File: src/rtl/sa_drain_collector_pkg.sv
// Shared types and constants for the systolic-array drain collector.
// Array geometry comes from the DIMENSION / BIT_W defines.
`ifndef DIMENSION
`define DIMENSION 4
`endif
`ifndef BIT_W
`define BIT_W 16
`endif

package sa_drain_collector_pkg;

    localparam int SA_DIM   = `DIMENSION;
    localparam int SA_BIT_W = `BIT_W;
    localparam int CNT_W    = $clog2(2 * SA_DIM);

    typedef logic [`DIMENSION-1:0][`BIT_W-1:0] sa_row_t;

    typedef enum logic {DR_IDLE, DR_DRAIN} drain_state_e;

    typedef struct packed {
        logic    last;
        sa_row_t row;
    } row_entry_t;

    // cnt holds the previous edge index during DRAIN, so these mark edges D and 2D-1.
    localparam logic [CNT_W-1:0] CNT_WR_FIRST = CNT_W'(SA_DIM - 1);
    localparam logic [CNT_W-1:0] CNT_WR_LAST  = CNT_W'(2 * SA_DIM - 2);

    function automatic logic cnt_in_write_window(input logic [CNT_W-1:0] cnt);
        return cnt >= CNT_WR_FIRST;
    endfunction

endpackage

File: src/rtl/sa_row_fifo.sv
// First-word-fall-through row FIFO; pop data is zero while empty.
// Latency: a pushed entry is visible the cycle after the push. Pop on vld && rdy.
module sa_row_fifo #(
    parameter int  DEPTH = 8,
    parameter int  WIDTH = 8,
    localparam int AW    = $clog2(DEPTH),
    localparam int CW    = $clog2(DEPTH + 1)
) (
    input  logic             clk,
    input  logic             rst,
    input  logic             push_vld_i,
    input  logic [WIDTH-1:0] push_dat_i,
    output logic             pop_vld_o,
    input  logic             pop_rdy_i,
    output logic [WIDTH-1:0] pop_dat_o,
    output logic [CW-1:0]    free_cnt_o
);

    logic [WIDTH-1:0] mem_q [DEPTH];
    logic [AW-1:0]    wr_ptr_q;
    logic [AW-1:0]    rd_ptr_q;
    logic [CW-1:0]    count_q;
    logic             pop;

    assign pop_vld_o  = (count_q != '0);
    assign pop        = pop_vld_o && pop_rdy_i;
    assign pop_dat_o  = pop_vld_o ? mem_q[rd_ptr_q] : '0;
    assign free_cnt_o = CW'(DEPTH) - count_q;

    always_ff @(posedge clk) begin
        if (push_vld_i) begin
            mem_q[wr_ptr_q] <= push_dat_i;
        end
    end

    always_ff @(posedge clk or posedge rst) begin
        if (rst) begin
            wr_ptr_q <= '0;
            rd_ptr_q <= '0;
            count_q  <= '0;
        end else begin
            if (push_vld_i) begin
                wr_ptr_q <= wr_ptr_q + 1'b1;
            end
            if (pop) begin
                rd_ptr_q <= rd_ptr_q + 1'b1;
            end
            case ({push_vld_i, pop})
                2'b10:   count_q <= count_q + 1'b1;
                2'b01:   count_q <= count_q - 1'b1;
                default: count_q <= count_q;
            endcase
        end
    end

    // Writers must check free_cnt_o before committing a burst; a full push is a design error.
    assert property (@(posedge clk) disable iff (rst) !(push_vld_i && (count_q == CW'(DEPTH))));

endmodule

File: src/rtl/sa_drain_collector.sv
// De-skews the array's bottom-edge psum stream into whole rows and queues them for writeback.
// Row r appears on m_data after edge r+D; a tile is admitted only when the FIFO can take all D rows.
module sa_drain_collector
    import sa_drain_collector_pkg::*;
#(
    parameter int FIFO_DEPTH = 2 * SA_DIM
) (
    input  logic    clk,
    input  logic    rst,
    input  logic    start,
    output logic    start_rdy,
    input  sa_row_t sa_bot,
    output logic    m_valid,
    input  logic    m_ready,
    output sa_row_t m_data,
    output logic    m_last,
    output logic    busy,
    output logic    done
);

    localparam int                FREE_W      = $clog2(FIFO_DEPTH + 1);
    localparam logic [FREE_W-1:0] ROWS_NEEDED = FREE_W'(SA_DIM);

    drain_state_e     state_q;
    logic [CNT_W-1:0] cnt_q;
    logic             done_q;

    sa_row_t          aligned;
    row_entry_t       push_entry;
    row_entry_t       pop_entry;
    logic             push_vld;
    logic [FREE_W-1:0] free_cnt;

    // Column j arrives j cycles late; delaying it D-1-j cycles lines every column up.
    for (genvar j = 0; j < SA_DIM - 1; j++) begin : g_dly
        localparam int DEPTH = SA_DIM - 1 - j;
        logic [DEPTH-1:0][SA_BIT_W-1:0] line_q;

        always_ff @(posedge clk or posedge rst) begin
            if (rst) begin
                line_q <= '0;
            end else begin
                line_q[0] <= sa_bot[j];
                for (int s = 1; s < DEPTH; s++) begin
                    line_q[s] <= line_q[s-1];
                end
            end
        end

        assign aligned[j] = line_q[DEPTH-1];
    end
    assign aligned[SA_DIM-1] = sa_bot[SA_DIM-1];

    assign start_rdy = (state_q == DR_IDLE) && (free_cnt >= ROWS_NEEDED);
    assign busy      = (state_q == DR_DRAIN);
    assign done      = done_q;

    always_ff @(posedge clk or posedge rst) begin
        if (rst) begin
            state_q <= DR_IDLE;
            cnt_q   <= '0;
            done_q  <= 1'b0;
        end else begin
            done_q <= 1'b0;
            case (state_q)
                DR_IDLE: begin
                    if (start && start_rdy) begin
                        state_q <= DR_DRAIN;
                        cnt_q   <= '0;
                    end
                end
                DR_DRAIN: begin
                    cnt_q <= cnt_q + 1'b1;
                    if (cnt_q == CNT_WR_LAST) begin
                        state_q <= DR_IDLE;
                        done_q  <= 1'b1;
                    end
                end
                default: state_q <= DR_IDLE;
            endcase
        end
    end

    always_comb begin
        push_vld        = (state_q == DR_DRAIN) && cnt_in_write_window(cnt_q);
        push_entry.row  = aligned;
        push_entry.last = (cnt_q == CNT_WR_LAST);
    end

    sa_row_fifo #(
        .DEPTH (FIFO_DEPTH),
        .WIDTH ($bits(row_entry_t))
    ) u_row_fifo (
        .clk        (clk),
        .rst        (rst),
        .push_vld_i (push_vld),
        .push_dat_i (push_entry),
        .pop_vld_o  (m_valid),
        .pop_rdy_i  (m_ready),
        .pop_dat_o  (pop_entry),
        .free_cnt_o (free_cnt)
    );

    assign m_data = pop_entry.row;
    assign m_last = pop_entry.last;

endmodule

File: config.mk
export PLATFORM = sky130hd
export DESIGN_NAME = sa_drain_collector
export DESIGN_NICKNAME = d
export VERILOG_FILES = /design/src/rtl/sa_drain_collector_pkg.sv /design/src/rtl/sa_row_fifo.sv /design/src/rtl/sa_drain_collector.sv
export SDC_FILE = /design/constraint.sdc
export NUM_CORES = 1
export LEC_CHECK = 0
export CORE_MARGIN = 2
export CORE_UTILIZATION = 60
export DETAILED_ROUTE_END_ITERATION = 8
export PLACE_DENSITY = 0.88
export RECOVER_POWER = 50
export SKIP_LAST_GASP = 1
export SLEW_MARGIN = 20
export SYNTH_ARGS = -nofsm -noshare
export SYNTH_HDL_FRONTEND = slang
export SYNTH_SLANG_ARGS = --single-unit
File: constraint.sdc
create_clock -name clk -period 14.9 [get_ports clk]
set_clock_uncertainty 0.15 [all_clocks]
set_input_delay 2.235 -clock clk [delete_from_list [all_inputs] [get_ports clk]]
set_output_delay 2.235 -clock clk [all_outputs]
set_load 0.01 [all_outputs]
# [Word level (Yosys, flattened, before mapping)]
# Memories as Yosys holds them, arrays and structs flattened.
# Cells that the tools add are included.
[totals] ff_bits=111 mem_bits_rw=520 elab_cells=43 memories=1 inputBits=68 output_inout_bits=69
[classes] magnitude_cmp=2 n_addsub=6 eq_ne=4 n_reduce_logical=6 n_mux=11 bitwise_logic=1
[memory_table] name="u_row_fifo.mem_q" depth=8 word_bits=65 read_ports=1 rd_clocked_by_memory_dff=0 wr=1 line_no="sa_row_fifo.sv:19" source="logic [WIDTH-1:0] mem_q [DEPTH];"
[ops] cell="2-to-1 mux 65 bit" count=1
[ops] cell="adder 3 x 1 -> 3 bit (second input constant)" count=3
[ops] cell="one-hot mux 4 bit (2 select lines)" count=1
[ops] cell="2-to-1 mux 1 bit" count=6
[ops] cell="one-hot mux 3 bit (2 select lines)" count=1
[ops] cell="adder 4 x 1 -> 4 bit (second input constant)" count=1
[ops] cell="greater-or-equal comparator 4 x 3 -> 1 bit (second input constant)" count=1
[ops] cell="logical AND 1 bit" count=4
[ops] cell="nonzero test 4 bit" count=1
[ops] cell="subtractor 4 x 1 -> 4 bit (second input constant)" count=1
[ops] cell="subtractor 4 bit (first input constant)" count=1
[ops] cell="equality test 3 bit (second input constant)" count=1
[ops] cell="greater-or-equal comparator 3 x 2 -> 1 bit (second input constant)" count=1
[ops] cell="2-to-1 mux 3 bit" count=1
[ops] cell="equality test 2 x 1 -> 1 bit (second input constant)" count=1
[ops] cell="equality test 2 bit (second input constant)" count=1
[ops] cell="!= test 2 x 1 -> 1 bit (second input constant)" count=1
[ops] cell="one-hot mux 1 bit (2 select lines)" count=1
[ops] cell="nonzero test 2 bit" count=1
[ops] cell="inverter 1 bit" count=1

# [Logic depth before layout (Yosys ltp)]
[logic_depth] ltp_word=6 mapped_depth=12 depth_no_buf=11

# [Cells and area by module]
# From an unflattened synthesis, not the netlist that was laid out.
[hier_totals] cells_unflattened=954 area_unflattened_um2=22786.9
[modules_own_cells] module="sa_row_fifo" n_inst=1 area_each_um2=20115.5 seq_area_each_um2=15865.2 cells_per_inst=831
[modules_own_cells] module="sa_drain_collector" n_inst=1 area_each_um2=2671.3 seq_area_each_um2=2527.4 cells_per_inst=123

# [Least setup slack after synthesis]
# Ideal clock, no wire load.
[synth_timing] path_kind="register to register" startpoint="register cnt_q[0]" endpoint="memory u_row_fifo.mem_q[0][0] (netlist bit), enable pin" required_time_ns=14.101 n_path_buf=0 setup_time_ns=0.649 path_slack_ns=6.954 stages_incl_launch_ff=6 arrival_time_ns=7.147 synth_period_minus_slack_ns=7.946 path_cell_list="dfrtp_1 ha_1 ha_1 a211o_1 nand2_1 nor4_1"
[synth_between] elab_chain_cells=4
[synth_lines] element="start, declared" line_no="sa_drain_collector.sv:25" source="logic [CNT_W-1:0] cnt_q;"
[synth_lines] element="start signal, assigned" line_no="sa_drain_collector.sv:73" source="cnt_q <= cnt_q + 1'b1;"
[synth_lines] element="greater-or-equal comparator 3 x 2 -> 1 bit" line_no="sa_drain_collector_pkg.sv:30" source="return cnt >= CNT_WR_FIRST;"
[synth_lines] element="logical AND 1 bit" line_no="sa_drain_collector.sv:85" source="push_vld = (state_q == DR_DRAIN) && cnt_in_write_window(cnt_q);"
[synth_lines] element="2-to-1 mux 1 bit" line_no="sa_row_fifo.sv:31" source="if (push_vld_i) begin"
[synth_lines] element="2-to-1 mux 1 bit (not written as such)" line_no="sa_row_fifo.sv:32" source="mem_q[wr_ptr_q] <= push_dat_i;"
[synth_lines] element="end, declared" line_no="sa_row_fifo.sv:19"
# Every way passes these cells.

==> impl_metrics.csv <==
group,metric,value,unit
run_status,status,"complete, but fails checks",
run_status,violations,"capacitance limit, slew limit",
floorplan,die_w,200,microns
route,drtAntennaViolNets,0,
logic_synthesis,syn-num-nets,1082,
grt,grt_pass1_vias,11083,
sta,maxSlewHeadroom,-0.479,
final_layout,regArea,0.0184,sq mm
sta,worstMarginPinSlew,2.22,ns
power,peakVddDrop,0.132,mV
worst_setup_path,endpoint_kind,"output port",
final_layout,final_layout_size_suffix_gt1_frac,0.200,
worst_setup_path,required,12.52,ns
worst_setup_path,cp_max_fo,67,
clocking,post_cts_buffers,0,
final_layout,area_growth,16.8,%
clocking,cts_tree,"yes",
logic_synthesis,synth_ff_type,"edfxtp_1",
final_layout,fillCellCount,2175,
logic_synthesis,syn_area_per_cell,22.8,sq um
route,drt_pass1_iterations,5,
worst_setup_path,path_cells,"buf_4 -> mux4_2 -> mux2i_1 -> nor2_1 -> clkdlybuf4s50_1",
power,sw_frac_of_total,0.289,
sta,hold_ws,0.194,ns
power,total_power,5.52,mW
power,switching_power,1.59,mW
clocking,cts.htree.levels,2,
clocking,clk_latency,0.58,ns
place,place_hpwl,22900,microns
logic_synthesis,synth-edff-count,520,
final_layout,multi_input_area,0.00429,sq mm
place,finalWeightedCongestion,0.717,
floorplan,dieArea,0.0399,sq mm
logic_synthesis,syn_area,0.0230,sq mm
route,wl_per_cell,26.4,microns
route,drcViolationCount,0,
clocking,cts_buffer_depth,3,
floorplan,row_count,71,
floorplan,initial_core_util,0.610,
logic_synthesis,ys_types,33,
route,routed_wl,45900,microns
clocking,hold_buffers,0,
sta,setup_viol,0,
logic_synthesis,synth_seq_area_share,0.800,
worst_setup_path,critPathKind,"reg -> out",
grt,grt_overflow_total,0,
worst_setup_path,crit_slowest_cell,"dfrtp_4",
power,clkPwrFrac,0.279,
sta,rsz0062_at_grt,"false",
power,powerDensity,206,mW/mm^2
clocking,path_clk_slew,0.07,ns
route,routed-via-count,10597,
power,p_comb_frac,0.290,
flow_run,maxCapViolCount,4,
sta,finalHoldViolations,0,
logic_synthesis,async_flop_share,0.176,
clocking,cts_buffers,58,
route,drt_iter0_drc,840,
route,drt-vias-per-instance,6.11,
worst_hold_path,min_path_cells,0,
sta,post-route-min-period,6.34,ns
grt,grt_pass1_wl,68100,microns
grt,antenna_found_initial,2,
sta,fmax,158,MHz
clocking,cts_root_buf,"clkbuf_16",
logic_synthesis,yosys_warnings,0,
grt,grt_max_degree,68,
clocking,post_cts_resized,0,
sta,finalCritPeriodShare,0.426,
worst_hold_path,hp-class,"reg -> reg",
floorplan,dieHeight,200,microns
power,p_leak,9.19,nW
sta,setup-tns-final,0,ns
power,intPower,3.93,mW
grt,grt_use_total,0.236,
floorplan,ioPinCount,137,
clocking,cts.sinks,631,
worst_setup_path,arrival,3.96,ns
worst_setup_path,rr_worst_depth,6,
final_layout,nNetsFinal,1249,
worst_setup_path,slowest_delay,1.09,ns
logic_synthesis,ys_seq_elements,631,
worst_setup_path,startpoint_type,"flop",
place,port_buffers,136,
sta,drv_slew,111,
floorplan,coreArea,0.0377,sq mm
power,seq_power_share,0.430,
logic_synthesis,syn_inst,1006,
[final cells by class]
cell class	count	share of cell area
clock inverter	30	0.0133
tap	511	0.0238
antenna	1	0.0000932
multi-input combinational	322	0.160
timing repair buffer	154	0.0553
sequential	631	0.685
clock buffer	80	0.0617
inverter	6	0.000932
[worst max-delay path: cells and delay by family, from the launching register on]
kind / cells / cell delay (ns)
simple gates: 1 / 0.11
flops: 1 / 1.09
buf+inv: 2 / 1.44
mux: 2 / 0.70
[cells in the final DEF (no fill, tap or decap), drive strengths merged]
master and n:
ha 8, o211ai 1, o21ai 5, diode 1, mux4 130, edfxtp 520, buf 14, a211o 1
a21oi 3, nor2 71, nor3 4, and3b 1, clkinv 18, clkdlybuf4s50 79, dlygate4sd3 57, o211a 1
clkinvlp 3, or4b 1, mux2 3, nor4 2, mux2i 65, nand2 5, clkbuf 84, xor2 6
nor2b 1, nand3 5, nor4b 1, bufinv 8, and2 1, or2b 1, inv 7, nand2b 2
dfrtp 111, xnor2 4
[sequential cells by signal, indices dropped and copies added (netlist names)]
signal and flops:
u_row_fifo.mem_q 520, g_dly.line_q 64, aligned 32, u_row_fifo.count_q 4, cnt_q 3, u_row_fifo.rd_ptr_q 3
u_row_fifo.wr_ptr_q 3, busy 1, done 1
[metrics by stage]
stage	instance area (sq um)	instances	worst slack, ns	util
after global routing	26900	1735	8.33	0.713
after detailed placement	24900	1624	9.05	0.661
final	26900	1735	8.56	0.713
after floorplan	23000	1006	6.95	-
after global placement	24900	1624	9.14	0.661
after CTS	26900	1734	8.37	0.715
[power by group through the flow]
stage               sequential (mW)  clock, mW  combinational [mW]
CTS                            2.38       1.56                1.64
floorplan                      2.30          0                1.07
finish                         2.38       1.54                1.60
global placement               2.38          0                1.57
global route                   2.40       1.62                1.71
detailed placement             2.40          0                1.61
[Yosys cell counts, drive strengths merged, types with 2 or more instances]
cell type | n | share of area
ha | 8 | 0.0044
xnor2 | 4 | 0.0015
nor3 | 4 | 0.00087
xor2 | 6 | 0.0023
mux4 | 130 | 0.13
mux2 | 3 | 0.0016
mux2i | 65 | 0.028
clkbuf | 15 | 0.0024
a21oi | 3 | 0.00065
dfrtp | 111 | 0.12
edfxtp | 520 | 0.68
nand2 | 5 | 0.00082
nand2b | 2 | 0.00054
o21ai | 5 | 0.0011
buf | 32 | 0.010
nor4 | 2 | 0.00082
inv | 6 | 0.00098
nand3 | 5 | 0.0011
nor2 | 71 | 0.012
[logic make-up after synthesis]
group | Yosys count | share of synthesized area
flops | 631 | 0.800
mux | 198 | 0.157
fa+ha+maj | 8 | 0.00435
compound gates | 11 | 0.00288
simple gates | 95 | 0.0178
buf+inv | 53 | 0.0137
xor+xnor | 10 | 0.00381
[layer usage]
metal,up-vias,global-route usage,part of all wire
li1,4397,-,-
met1,5630,0.328,0.39
met2,483,0.394,0.52
met3,87,0.0326,0.061
met4,0,0.0820,0.026
met5,-,0,0
[path summary, 6_finish.rpt]
path / startpoint / endpoint / slack, ns
hold / removal: g_dly[1].line_q[3] / aligned[19] / 0.19
min in group asynchronous: rst / g_dly[0].line_q[28] / 1.95
setup reg to reg: cnt_q[0] / u_row_fifo.mem_q[5][58] / 10.86
max in group asynchronous: rst / u_row_fifo.rd_ptr_q[2] / 11.19
hold reg to reg: g_dly[1].line_q[3] / aligned[19] / 0.19
setup / recovery: u_row_fifo.rd_ptr_q[1] / m_data[18] / 8.56
Power figures use the tool's default switching activity.
